[src/rtl/tick_generator_param.sv]
// -----------------------------------------------------------------------------
// tick_generator_param
// Run-time programmable clock-enable generator. A down-counter divides clock_in
// by the active divisor and emits a one-cycle tick_out on every wrap. A cascaded
// sub counter emits sub_tick_out together with every SUB_DIV-th tick. A new
// divisor is staged in a shadow register and becomes active at the next wrap
// or at a sync_clear. No derived clocks leave this block.
//
// Optional feature macro: TICK_SQUARE_OUT_EN
//   defined   -> square_out toggles on every wrap (period 2*divisor)
//   undefined -> square_out tied to 0
//
// Ports
//   clock_in      in   1      system clock, all flops on posedge
//   reset         in   1      asynchronous, active-high reset
//   enable        in   1      1 = count; 0 = freeze counters, strobes low
//   sync_clear    in   1      synchronous restart of the period
//   div_load      in   1      capture div_value into the shadow register
//   div_value     in   CNT_W  new divisor (must be >= 2)
//   load_ack      out  1      pulse: shadow divisor became active
//   load_err      out  1      pulse: div_load rejected (div_value < 2)
//   tick_out      out  1      pulse, period = active divisor (enabled cycles)
//   sub_tick_out  out  1      pulse with every SUB_DIV-th tick_out
//   count_out     out  CNT_W  current down-counter value
//   square_out    out  1      50% duty square wave (optional)
// -----------------------------------------------------------------------------
module tick_generator_param #(
    parameter int unsigned CNT_W       = 26,
    parameter int unsigned DEFAULT_DIV = 50_000_000,
    parameter int unsigned SUB_DIV     = 10,
    parameter int unsigned SUB_W       = 4
) (
    input  logic             clock_in,
    input  logic             reset,
    input  logic             enable,
    input  logic             sync_clear,
    input  logic             div_load,
    input  logic [CNT_W-1:0] div_value,
    output logic             load_ack,
    output logic             load_err,
    output logic             tick_out,
    output logic             sub_tick_out,
    output logic [CNT_W-1:0] count_out,
    output logic             square_out
);

    localparam logic [CNT_W-1:0] DEF_DIV  = CNT_W'(DEFAULT_DIV);
    localparam logic [CNT_W-1:0] DEF_CNT  = CNT_W'(DEFAULT_DIV - 1);
    localparam logic [CNT_W-1:0] CNT_ONE  = CNT_W'(1);
    localparam logic [CNT_W-1:0] MIN_DIV  = CNT_W'(2);
    localparam logic [SUB_W-1:0] SUB_LAST = SUB_W'(SUB_DIV - 1);
    localparam logic [SUB_W-1:0] SUB_ONE  = SUB_W'(1);

    // State registers
    logic [CNT_W-1:0] count_q,      count_d;
    logic [SUB_W-1:0] sub_cnt_q,    sub_cnt_d;
    logic [CNT_W-1:0] active_div_q, active_div_d;
    logic [CNT_W-1:0] pend_div_q,   pend_div_d;
    logic             pend_valid_q, pend_valid_d;
    logic             tick_q,       tick_d;
    logic             sub_tick_q,   sub_tick_d;
    logic             load_ack_q,   load_ack_d;
    logic             load_err_q,   load_err_d;
`ifdef TICK_SQUARE_OUT_EN
    logic             square_q,     square_d;
`endif

    // Decoded request and the divisor the next period will use
    logic             load_ok_c;
    logic             load_bad_c;
    logic [CNT_W-1:0] div_next_c;
    logic             wrap_c;

    always_comb begin
        load_ok_c  = div_load && (div_value >= MIN_DIV);
        load_bad_c = div_load && (div_value <  MIN_DIV);
        div_next_c = pend_valid_q ? pend_div_q : active_div_q;
        wrap_c     = enable && (count_q == '0);
    end

    // Next-state and registered-output logic
    always_comb begin
        count_d      = count_q;
        sub_cnt_d    = sub_cnt_q;
        active_div_d = active_div_q;
        pend_div_d   = pend_div_q;
        pend_valid_d = pend_valid_q;
        tick_d       = 1'b0;
        sub_tick_d   = 1'b0;
        load_ack_d   = 1'b0;
        load_err_d   = 1'b0;
`ifdef TICK_SQUARE_OUT_EN
        square_d     = square_q;
`endif

        if (sync_clear) begin
            // Restart the period regardless of enable; a valid load in the
            // same cycle bypasses the shadow and is applied directly.
            if (load_ok_c) begin
                active_div_d = div_value;
                count_d      = div_value - CNT_ONE;
                load_ack_d   = 1'b1;
            end else begin
                active_div_d = div_next_c;
                count_d      = div_next_c - CNT_ONE;
                load_ack_d   = pend_valid_q;
            end
            pend_valid_d = 1'b0;
            load_err_d   = load_bad_c;
            sub_cnt_d    = '0;
`ifdef TICK_SQUARE_OUT_EN
            square_d     = 1'b0;
`endif
        end else begin
            if (wrap_c) begin
                // Wrap uses the shadow state as it was before this cycle
                count_d      = div_next_c - CNT_ONE;
                active_div_d = div_next_c;
                tick_d       = 1'b1;
                if (pend_valid_q) begin
                    pend_valid_d = 1'b0;
                    load_ack_d   = 1'b1;
                end
                if (sub_cnt_q == SUB_LAST) begin
                    sub_cnt_d  = '0;
                    sub_tick_d = 1'b1;
                end else begin
                    sub_cnt_d  = sub_cnt_q + SUB_ONE;
                end
`ifdef TICK_SQUARE_OUT_EN
                square_d     = ~square_q;
`endif
            end else if (enable) begin
                count_d = count_q - CNT_ONE;
            end

            // A load is accepted whether or not counting is enabled; a load
            // on the wrap cycle re-arms the shadow for the following wrap.
            if (load_ok_c) begin
                pend_div_d   = div_value;
                pend_valid_d = 1'b1;
            end
            load_err_d = load_bad_c;
        end
    end

    // State register
    always_ff @(posedge clock_in or posedge reset) begin
        if (reset) begin
            count_q      <= DEF_CNT;
            sub_cnt_q    <= '0;
            active_div_q <= DEF_DIV;
            pend_div_q   <= '0;
            pend_valid_q <= 1'b0;
            tick_q       <= 1'b0;
            sub_tick_q   <= 1'b0;
            load_ack_q   <= 1'b0;
            load_err_q   <= 1'b0;
        end else begin
            count_q      <= count_d;
            sub_cnt_q    <= sub_cnt_d;
            active_div_q <= active_div_d;
            pend_div_q   <= pend_div_d;
            pend_valid_q <= pend_valid_d;
            tick_q       <= tick_d;
            sub_tick_q   <= sub_tick_d;
            load_ack_q   <= load_ack_d;
            load_err_q   <= load_err_d;
        end
    end

`ifdef TICK_SQUARE_OUT_EN
    // Square-wave register, toggled by every wrap
    always_ff @(posedge clock_in or posedge reset) begin
        if (reset) begin
            square_q <= 1'b0;
        end else begin
            square_q <= square_d;
        end
    end

    assign square_out = square_q;
`else
    assign square_out = 1'b0;
`endif

    assign count_out    = count_q;
    assign tick_out     = tick_q;
    assign sub_tick_out = sub_tick_q;
    assign load_ack     = load_ack_q;
    assign load_err     = load_err_q;

endmodule

[config.mk]
export PLATFORM = sky130hd
export DESIGN_NAME = tick_generator_param
export DESIGN_NICKNAME = d
export VERILOG_FILES = /design/src/rtl/tick_generator_param.sv
export SDC_FILE = /design/constraint.sdc
export NUM_CORES = 1
export LEC_CHECK = 0
export CORE_MARGIN = 10
export CORE_UTILIZATION = 40
export CTS_CLUSTER_SIZE = 28
export DETAILED_ROUTE_END_ITERATION = 12
export GPL_TIMING_DRIVEN = 1
export PLACE_DENSITY = 0.61
export SLEW_MARGIN = 20
export SYNTH_ARGS = -nofsm -noshare
export SYNTH_HDL_FRONTEND = slang
export SYNTH_SLANG_ARGS = --single-unit
export TNS_END_PERCENT = 30
[constraint.sdc]
create_clock -name clock_in -period 5.25 [get_ports clock_in]
set_input_delay 1.05 -clock clock_in [delete_from_list [all_inputs] [get_ports clock_in]]
set_output_delay 1.05 -clock clock_in [all_outputs]
set_load 0.01 [all_outputs]
* Word-level counts from Yosys, hierarchy flattened
Cells that the tools add are included.
** Word-level totals
- Register bits after elaboration :: 87
- Bits in latches :: 0
- RAM bits :: 0
- Memory bits (read-only) :: 0
- Input port bits :: 31
- Memories :: 0
** Cells by class
- $add $sub $neg :: 4
- $mul :: 0
- Div/mod/pow operators :: 0
- Magnitude comparators :: 2
- Equality and inequality tests :: 1
- Shift-type cells :: 0
- Muxes and demuxes :: 23
- Bitwise gates (word level) :: 1
- Reduce and logical (&&, ||, !) cells :: 8
** Operator list (count)
- 26-bit two-way mux :: 8
- 26-bit by 1-bit subtractor with 26-bit output, second input constant :: 3
- 26-bit by 2-bit >= comparator with 1-bit output, second input constant :: 1
- 26-bit logical NOT :: 1
- 26-bit by 2-bit less-than comparator with 1-bit output, second input constant :: 1
- 1-bit two-way mux :: 12
- 4-bit two-way mux :: 3
- 3-bit nonzero test :: 2
- 4-bit by 1-bit adder with 4-bit output, second input constant :: 1
- 4-bit == test, second input constant :: 1
- 1-bit logical AND :: 3
- 2-bit AND reduction :: 1
- 2-bit nonzero test :: 1
- 1-bit inverter :: 1

* Depth between registers and ports, before layout
Gate-level depths: netlist (run 1).
- Depth in word-level cells :: 5
- Gate-level depth with buffers :: 14
- Depth with buffers taken out :: 8

* Worst setup path after synthesis (run 1)
Ideal clock, no wire load.
- Kind :: register to register
- From :: reg pend_valid_q
- To :: reg count_q[24] (netlist: count_out[24])
- Setup time :: 0.123 ns
- Arrival time :: 3.777 ns
- Path slack :: 1.350 ns
- Stages on the path, launching flop included :: 15
- Path buffers :: 6
- Period minus slack after synthesis :: 3.900 ns
- Path through :: dfrtp_1 buf_2 buf_1 clkbuf_1 buf_2 buf_1 mux2i_1 ha_1 nand2b_1 or4_1 clkbuf_1 a2111oi_0 nor3b_1 xor2_1 a21oi_1
** Between the ends
- Longest elaborated chain between the ends :: 4
- Elaborated cells on any way between the ends :: 5
- Those cells by class :: add/sub (1); mux (4)
** RTL lines
- from (decl) :: line 59 : logic pend_valid_q, pend_valid_d;
- from (signal assigned) :: line 164 : pend_valid_q <= pend_valid_d;
- 26-bit two-way mux (*) :: line 77 : div_next_c = pend_valid_q ? pend_div_q : active_div_q;
- 26-bit by 1-bit subtractor with 26-bit output (*) :: line 105, 117
- 26-bit two-way mux, on equally long branches :: line 115, 99
- 26-bit two-way mux (*) :: line 96 : if (sync_clear) begin
- to (signal assigned) :: line 160 : count_q <= count_d;
- to (decl) :: line 55 : logic [CNT_W-1:0] count_q, count_d;
Every way passes the cells marked *; elsewhere a longest branch is shown, timed or not.
A chain may end at the register's enable or synchronous reset.

* Worst setup path in the final report (run 1)
- From :: in div_value[4]
- To :: reg count_q[2] (netlist: count_out[2])
** Between the ends
- Longest elaborated chain between the ends :: 4
** RTL lines
- from (decl) :: line 38 : input logic [CNT_W-1:0] div_value,
- 26-bit by 2-bit >= comparator with 1-bit output :: line 75 : load_ok_c = div_load && (div_value >= MIN_DIV);
- 1-bit logical AND :: line 75
- 26-bit two-way mux :: line 99 : if (load_ok_c) begin
- 26-bit two-way mux :: line 96
No other way between the ends.

==> results.md, run 1 <==
- CTS sink cnt: 87
- IO Pins: 62
- CP Max Fanout: 50
- Hold Path End: active_div_q[22]$_DFFE_PP1P_
- Die Span Y: 140.0 um
- Nets: 730
- CP cell instances: clkdlybuf4s50_1 > nor4_1 > nand2_1 > o41ai_4 > buf_4 > nand2_1 > o221ai_1 > a22oi_1
- F_max: 235.6 MHz
- Root Driver: clkbuf_16
- DR vias/cell: 6.077
- Final Hold Fails: 0
- Utilization after layout: 48.62%
- Switch share: 33.66%
- Most common cell in the netlist: nor2_1
- Initial Util: 41.16%
- Post-synth cell types: 68
- CP Data Arrival Time: 4.49 ns
- Uppermost layer routed: met4
- 1st-iter DRT viols: 607
- MaxCap Viol Count: 0
- WP data required: 5.49 ns
- Post-synthesis sequential area ratio: 38.46%
- Hold Path Depth: 2
- Layout area overhead: 18.12%
- Worst slack, placed: 0.7068 ns
- CP endpoint kind: register
- Initial antenna violation count: 0
- Met2 wire length: 8.277 mm
- GRT Overall Usage: 18.20%
- Post-detailed-route count of antenna-violating nets: 0
- Hold Startpoint: active_div_q[22]$_DFFE_PP1P_
- Number of vias in the routed layout: 5336
- Async S/R FF share, synth: 100.0%
- Most used cell along the critical path: nand2_1
- Number of global-route vias before repair: 5086
- Switch Pwr: 0.7377 mW
- Worst skew pair latency: 0.35 ns
- Critical Path Start Type: input port
- Reg2reg setup slack: 1.66 ns
- Die Area: 0.01959 sq mm
- Synth area leaders: dfrtp_1 (25%), dfstp_2 (14%), mux2_2 (5.5%)
- Int Pwr: 1.454 mW
- Leakage: 2.508 nW
- Status: finished, final reports clean
- Setup ws final: 1.005 ns
- Buffers and inverters on the worst path: 2
- Critical-path top delay cell: nor4_1
- TNS Setup: 0 ns
- Setup repair bufs after CTS: 0
- Port Buffers: 60
- Area leader, netlist: dfrtp_1
- P per Cell Area: 322.2 mW/mm^2
- Drt total wl: 18.26 mm
- Share of cells above drive strength 1: 13.75%
- Kind of critical path: input port to register
- Yosys warnings: 0
- RSZ-0062 raised after global routing: false
- Router iterations before antenna repair: 5
- Register bit total from synthesis: 87
- Crit path largest cell delay: 0.76 ns
- Syn Nets: 686
- Clock share of power: 28.2%
- Worst hold path type: register to register
- Combinational fraction of design power: 27.4%
- Worst Skew: 0.01089 ns
- CTS max path bufs: 2
- R2R Path Start: pend_valid_q$_DFFE_PP0P_
- Met3 wire length: 978 um
- FP Rows: 43
- EDFF count, synth: 0
- N_diodes: 0
- Largest net degree at the start of global routing: 51
- Post-synth top area share: 24.77%
- Power Total: 2.192 mW
- First-pass GRT wire length: 29.01 mm
- Syn Area/Cell: 8.872 sq um
- Worst R2R End: count_out[20]$_DFFE_PP1P_
- Syn Std Cell Area: 0.005758 sq mm
- Peak VDD IR: 179.6 uV
- Worst hold slack: 0.5015 ns
- Count of final setup violators: 0
- Tightest Pin Transition: 0.9356 ns
- CTS tree: done
- Die Span X: 140.0 um
- Cts repair resizes: 0
- Period utilization: 80.86%
- Dpl hpwl: 13.13 mm
- Primary FF master, synth: dfrtp_1
- Wl on met1: 8.568 mm
- Fraction of power consumed by sequential logic: 44.4%
- GR Overflow Total: 0
- H-tree levels: 3
- R2R cell count: 8
- Wire length per cell: 20.80 um
- Cts hold-fix bufs: 0
- Slew Viols, Final: 0
- Largest delay share family, worst path: simple AND/OR/NAND/NOR gates
- Syn Inst Count: 649
- CTS Buf Count: 9
- Top post-synthesis cells by count: nor2_1 (74), a21oi_1 (57), dfrtp_1 (57), o21ai_0 (35), xor2_1 (34)
- Final Wtd Congestion: 0.8662
- Clock-pin slew on the worst setup and hold paths: 0.06 ns
- Drt drc: 0
- Final Critical Period: 4.245 ns
- Core area: 0.01399 sq mm
- Max transition margin: 37.05%
[sequential cells by signal (all words and copies together), names as in the netlist]
register	flops
load_ack	1
tick_out	1
pend_div_q	26
count_out	26
sub_tick_out	1
active_div_q	26
load_err	1
sub_cnt_q	4
pend_valid_q	1
[final cells by class]
cell class / count / area [sq um]
fill: 1335 / 7187
clock inverter: 1 / 5.005
sequential: 87 / 2216
tap: 180 / 225.2
clock buffer: 15 / 267.8
timing repair buffer: 71 / 683.2
multi-input combinational: 509 / 3347
inverter: 15 / 57.56
[cell families (layout without fill, tap and decap cells)]
kind of cell / after synthesis / count (layout) / share of synthesized area [%]
compound gates: 177 / 177 / 19.58
mux: 52 / 52 / 9.648
other cells: 1 / 1 / 0.06513
xor+xnor: 48 / 48 / 7.301
buf+inv: 53 / 102 / 3.781
flops: 87 / 87 / 38.46
fa+ha+maj: 6 / 6 / 1.304
simple gates: 225 / 225 / 19.86
[cell usage in the layout (no fill, tap or decap), types with 4 or more instances in the layout]
cell	n
nor2_1	73
clkdlybuf4s50_1	60
a21oi_1	56
dfrtp_1	56
o21ai_0	35
xor2_1	34
nor3_1	31
nand2_1	31
o22ai_1	31
dfstp_2	30
mux2_2	28
mux2i_1	24
nor4_1	19
nand3_1	14
xnor2_1	14
or3_1	13
inv_1	13
buf_4	11
or4_1	9
clkbuf_16	9
nand4_1	7
nor3b_1	6
ha_1	6
o221ai_1	5
a32oi_1	5
a221oi_1	5
a211oi_1	4
o31ai_1	4
clkbuf_1	4
[worst min-delay path, cell delays in order, from the launching register on]
cell	delay (ns)
dfstp_2	0.36
nor2_1	0.09
a21oi_1	0.04
[power by group through the flow]
stage,Sequential [mW],Clock (mW),Combinational (mW)
after floorplan,0.953,0,0.354
after global placement,0.973,0,0.589
after detailed placement,0.979,0,0.597
after CTS,0.968,0.627,0.600
after global routing,0.992,0.658,0.657
final,0.973,0.618,0.601
[worst max path at each step]
stage,from,to,slack (ns),cells after the start
5_1_grt,div_value[4],count_out[7]$_DFFE_PP0P_,0.69,8
3_5_place_dp,div_value[4],count_out[2]$_DFFE_PP1P_,0.71,8
2_1_floorplan,pend_valid_q$_DFFE_PP0P_,count_out[24]$_DFFE_PP0P_,1.35,14
6_report,div_value[4],count_out[2]$_DFFE_PP1P_,1.00,8
4_1_cts,div_value[4],count_out[2]$_DFFE_PP1P_,1.06,8
3_3_place_gp,div_value[16],count_out[11]$_DFFE_PP0P_,0.77,7
[metal layers]
layer | up-vias | GRT usage (%)
met5 | - | 0
met4 | 0 | 7.446
met3 | 28 | 2.637
met2 | 166 | 27.59
met1 | 2630 | 25.29
li1 | 2512 | -
[per-stage QoR]
step / cell area (sq um) / cells
floorplan: 5758 / 649
global placement: 6529 / 862
detailed placement: 6529 / 862
CTS: 6802 / 878
global route: 6802 / 878
finish: 6802 / 878
Note: power is estimated with default switching activity, not from simulation.
==> inputs of run 2 (changes only) <==
Settings changed: PLACE_DENSITY 0.61 to 0.63.
Clock period 5.25 ns to 3.7 ns, I/O delays scaled along.
==> run 2 against run 1 <==
Count of clock-buffer cells in the layout shrank 4. Sequential power increased by 41%. Critical path depth unchanged. Via count grew 3.5%. Combinational power grew 50%. Global-route usage grew 0.98 points. Design area grew 5.2%. Sequential share of layout area shrank 1.6 points. Final cell count is 4.2% higher. Setup slack lost 0.69 ns. Critical endpoint is now count_out[14]$_DFFE_PP1P_. Largest cell class unchanged.
==> results.md, run 2 (synthesis gave the netlist of run 1 again) <==
- P per Cell Area: 458.2 mW/mm^2
- TNS Setup: 0 ns
- Count of final setup violators: 0
- Commonest non-fill, non-tap cell in the layout: nor2_1
- Kind of critical path: input port to register
- Buffers and inverters on the worst path: 2
- Worst slack, placed: 0.01920 ns
- Worst hold path type: register to register
- CP cell instances: clkdlybuf4s50_1 > or4_1 > or4_1 > o41ai_4 > buf_4 > nand2_1 > o221ai_1 > a22oi_1
- Final Hold Fails: 0
- Cts repair resizes: 0
- WP data required: 3.96 ns
- Worst R2R End: count_out[24]$_DFFE_PP0P_
- F_max: 295.8 MHz
- Reg2reg setup slack: 0.60 ns
- Wire length per cell: 20.60 um
- Leakage: 2.713 nW
- Router iterations before antenna repair: 6
- IO Pins: 62
- Period utilization: 91.36%
- CP endpoint kind: register
- CP Data Arrival Time: 3.64 ns
- CTS max path bufs: 2
- Root Driver: clkbuf_16
- Drt drc: 0
- Post-detailed-route count of antenna-violating nets: 0
- Peak VDD IR: 250.7 uV
- Tightest Pin Transition: 0.8262 ns
- Most used cell along the critical path: or4_1
- R2R cell count: 8
- Max transition margin: 44.92%
- Area after DPL: 0.006832 sq mm
- Slew Viols, Final: 0
- CTS sink cnt: 87
- Final instance area: 0.007158 sq mm
- Number of global-route vias before repair: 5583
- Dpl hpwl: 14.02 mm
- Die Span X: 140.0 um
- Setup repair bufs after CTS: 0
- Clock-pin slew on the worst setup and hold paths: 0.06 ns
- Utilization after layout: 51.17%
- First-pass GRT wire length: 30.91 mm
- Status: finished, final reports clean
- Hold Startpoint: active_div_q[25]$_DFFE_PP1P_
- Setup ws final: 0.3196 ns
- Share of cells above drive strength 1: 18.39%
- DR vias/cell: 6.034
- Critical Path Start Type: input port
- Drt total wl: 18.85 mm
- Worst skew pair latency: 0.35 ns
- CTS Buf Count: 9
- Cts hold-fix bufs: 0
- 1st-iter DRT viols: 563
- Core area: 0.01399 sq mm
- Die Area: 0.01959 sq mm
- Layout area overhead: 24.32%
- Die Span Y: 140.0 um
- Final Wtd Congestion: 0.9584
- RSZ-0062 raised after global routing: false
- Critical-path top delay cell: or4_1
- CTS tree: done
- H-tree levels: 3
- FP Rows: 43
- Initial Util: 41.16%
- Commonest non-fill, non-tap cells in the layout: nor2_1 (73), clkdlybuf4s50_1 (60), a21oi_1 (56), dfrtp_1 (56), buf_4 (45)
- Largest delay share family, worst path: simple AND/OR/NAND/NOR gates
- Crit path largest cell delay: 0.64 ns
- Initial antenna violation count: 1
- GR Overflow Total: 0
- GRT Overall Usage: 19.19%
- Number of vias in the routed layout: 5521
- Largest net degree at the start of global routing: 45
- R2R Path Start: pend_valid_q$_DFFE_PP0P_
- Nets: 766
- Port Buffers: 60
- Worst Skew: 0.007545 ns
- Hold Path End: active_div_q[25]$_DFFE_PP1P_
- Hold Path Depth: 2
- MaxCap Viol Count: 0
- Worst hold slack: 0.5061 ns
- Final Critical Period: 3.380 ns
- CP Max Fanout: 10
==> run 2: cell types whose count changed in the layout (fill, tap and decap cells not counted) <==
cell	previous run	this run
clkbuf_1	4	1
a21oi_4	0	1
buf_12	0	2
clkinvlp_4	0	1
bufinv_16	0	2
buf_4	11	45
diode_2	0	1
clkinv_4	0	1
clkbuf_8	2	1
a21oi_2	1	0
==> run 2: worst min-delay path: stages, from the launching register on <==
cell     delay (ns)
dfstp_2        0.37
nor2_1         0.09
a21oi_1        0.04
==> run 2: how the worst max path moves through the flow <==
stage / startpoint / end / slack, ns / depth (start not counted)
finish: div_value[18] / count_out[14]$_DFFE_PP1P_ / 0.32 / 8
global route: div_value[18] / count_out[14]$_DFFE_PP1P_ / 0.27 / 8
CTS: div_value[18] / count_out[14]$_DFFE_PP1P_ / 0.37 / 8
detailed placement: div_value[18] / count_out[14]$_DFFE_PP1P_ / 0.02 / 8
global placement: div_value[18] / count_out[14]$_DFFE_PP1P_ / 0.08 / 8
floorplan: pend_valid_q$_DFFE_PP0P_ / count_out[24]$_DFFE_PP0P_ / 0.13 / 14
==> run 2: where the power goes <==
group	switching (mW)	total [mW]	leakage, nW	internal, mW
clock	0.394	1.00	0.156	0.610
combinational	0.471	0.902	1.57	0.431
sequential	0.206	1.37	0.990	1.17
==> run 2: area by class of cell <==
type | instances | area [sq um]
diodes | 1 | 2.502
clock inverters | 5 | 81.33
inverters | 15 | 57.56
flip-flops and latches | 87 | 2216
clock buffers | 11 | 242.7
fillers | 1286 | 6830
repair buffers | 107 | 978.4
well taps | 180 | 225.2
multi-input cells | 509 | 3354
==> run 2: metal layers <==
| metal | GRT usage [%] | vias to the layer above | part of all wire [%] |
|---|---|---|---|
| li1 | - | 2597 | - |
| met2 | 29.75 | 239 | 46 |
| met5 | 0 | - | 0 |
| met3 | 3.178 | 27 | 6.8 |
| met4 | 7.880 | 0 | 2.4 |
| met1 | 25.86 | 2658 | 45 |
==> run 2: stage by stage <==
step	total power [mW]	cells
2_1_floorplan	1.856	649
6_report	3.280	915
3_5_place_dp	2.273	898
4_1_cts	3.280	914
5_1_grt	3.450	914
3_3_place_gp	2.248	898
==> inputs of run 3 (changes only) <==
Settings changed: PLACE_DENSITY 0.63 to default.
==> run 3 against run 2 <==
Critical path depth is the same. Wire length decreased by 2.6%. Clock power fell by 11%. Via count is 0.94% higher.
==> results.md, run 3 (synthesis gave the netlist of run 1 again) <==
- Post-detailed-route count of antenna-violating nets: 0
- Number of global-route vias before repair: 5422
- CP cell instances: clkdlybuf4s50_1 > or4_1 > or4_1 > o41ai_4 > buf_4 > nand2_1 > o21ai_0 > a21oi_1
- DR vias/cell: 6.124
- CTS max path bufs: 2
- Worst hold path type: register to register
- Worst skew pair latency: 0.35 ns
- Commonest non-fill, non-tap cells in the layout: nor2_1 (73), clkdlybuf4s50_1 (60), a21oi_1 (56), dfrtp_1 (56), buf_4 (41)
- Core area: 0.01399 sq mm
- Layout area overhead: 23.12%
- Die Span Y: 140.0 um
- Final Critical Period: 3.393 ns
- Drt drc: 0
- GRT Overall Usage: 18.56%
- RSZ-0062 raised after global routing: false
- Peak VDD IR: 246.1 uV
- Buffers and inverters on the worst path: 2
- TNS Setup: 0 ns
- Count of final setup violators: 0
- FP Rows: 43
- Initial antenna violation count: 0
- GR Overflow Total: 0
- P per Cell Area: 445.7 mW/mm^2
- Filler cell count: 1348
- Initial Util: 41.16%
- Largest delay share family, worst path: simple AND/OR/NAND/NOR gates
- Commonest non-fill, non-tap cell in the layout: nor2_1
- H-tree levels: 3
- Switch Pwr: 1.049 mW
- Tightest Pin Transition: 0.6889 ns
- Largest net degree at the start of global routing: 88
- Fraction of power consumed by sequential logic: 43.5%
- First-pass GRT wire length: 29.90 mm
- Critical-path top delay cell: or4_1
- Slew Viols, Final: 0
- Met2 Use GR: 28.16%
- Port Buffers: 60
- Router iterations before antenna repair: 5
- Kind of critical path: input port to register
- MaxCap Viol Count: 0
- Critical Path Start Type: input port
- CTS sink cnt: 87
- IO Pins: 62
- CP Max Fanout: 13
- Met3 Track Usage GR: 2.975%
- Final Wtd Congestion: 0.9516
- CTS tree: done
- Share of cells above drive strength 1: 17.81%
- Setup repair bufs after CTS: 0
- Gr busiest metal: met2
- Worst slack, placed: -0.01464 ns
- Worst Skew: 0.007136 ns
- Dpl hpwl: 13.57 mm
- Int Pwr: 2.111 mW
- Setup ws final: 0.3070 ns
- CP Data Arrival Time: 3.59 ns
- Total area of sequential cells: 0.002216 sq mm
- Clock-pin slew on the worst setup and hold paths: 0.06 ns
- Cts repair resizes: 0
- Nets: 762
- Switch share: 33.20%
- Final Hold Fails: 0
- CP endpoint kind: register
- Max transition margin: 53.97%
- Area of the multi-input gates: 0.003354 sq mm
- GR Layer Usage met1: 25.86%
- WP data required: 3.90 ns
- Wire length per cell: 20.18 um
- F_max: 294.7 MHz
- Leakage: 2.682 nW
- 1st-iter DRT viols: 633
- Most used cell along the critical path: or4_1
- Combinational fraction of design power: 28.4%
- N_diodes: 0
- Period utilization: 91.70%
- Status: finished, final reports clean
- Root Driver: clkbuf_16
- CTS Buf Count: 9
- Cts hold-fix bufs: 0
- Drt total wl: 18.37 mm
- Clock share of power: 28.1%
- Number of vias in the routed layout: 5573
- Die Area: 0.01959 sq mm
- Die Span X: 140.0 um
- Crit path largest cell delay: 0.68 ns
-- run 3: final cells by class --
type	instances	share of cell area, %
Clock buffer	14	3.865
Inverter	15	0.8119
Sequential cell	87	31.26
Tap cell	180	3.177
Multi-Input combinational cell	509	47.32
Clock inverter	2	0.1941
Timing Repair Buffer	103	13.38
-- run 3: path summary, 6_finish.rpt --
check                                                     to  cells past startpoint                    startpoint  slack, ns
worst max-delay path                count_out[7]$_DFFE_PP0P_                      8                 div_value[18]       0.31
min in group asynchronous           count_out[7]$_DFFE_PP0P_                      3                         reset       0.82
worst max register to register     count_out[24]$_DFFE_PP0P_                      8      pend_valid_q$_DFFE_PP0P_       0.56
worst min-delay path            active_div_q[17]$_DFFE_PP1P_                      2  active_div_q[17]$_DFFE_PP1P_       0.51
worst min register to register  active_div_q[17]$_DFFE_PP1P_                      2  active_div_q[17]$_DFFE_PP1P_       0.51
max in group asynchronous       active_div_q[19]$_DFFE_PP1P_                      3                         reset       2.48
-- run 3: metrics by stage --
step	instance area [sq um]	total power, mW	hold slack [ns]	std cells	util, %
6_report	7089	3.160	0.5090	910	50.68
5_1_grt	7089	3.335	0.5339	910	50.68
4_1_cts	7089	3.175	0.5102	910	50.68
3_5_place_dp	6802	2.275	0.4980	894	48.62
3_3_place_gp	6794	2.252	0.4921	894	48.57
2_1_floorplan	5761	1.856	0.4633	649	-
-- run 3: power by group through the flow --
stage	sequential (mW)	combinational, mW	clock [mW]
final	1.38	0.897	0.887
after detailed placement	1.38	0.890	0
after global placement	1.37	0.880	0
after CTS	1.37	0.895	0.911
after global routing	1.40	0.979	0.952
after floorplan	1.35	0.503	0
-- run 3: routing by layer --
metal / up-vias / share of wire [%]
met5: - / 0
met4: 0 / 1.9
li1: 2578 / -
met2: 198 / 46
met1: 2775 / 46
met3: 22 / 6.3
-- run 3: worst min-delay path, delay by kind of cell, from the launching register on --
family / cells / cell delay (ns)
compound gates: 1 / 0.05
flops: 1 / 0.36
simple gates: 1 / 0.10
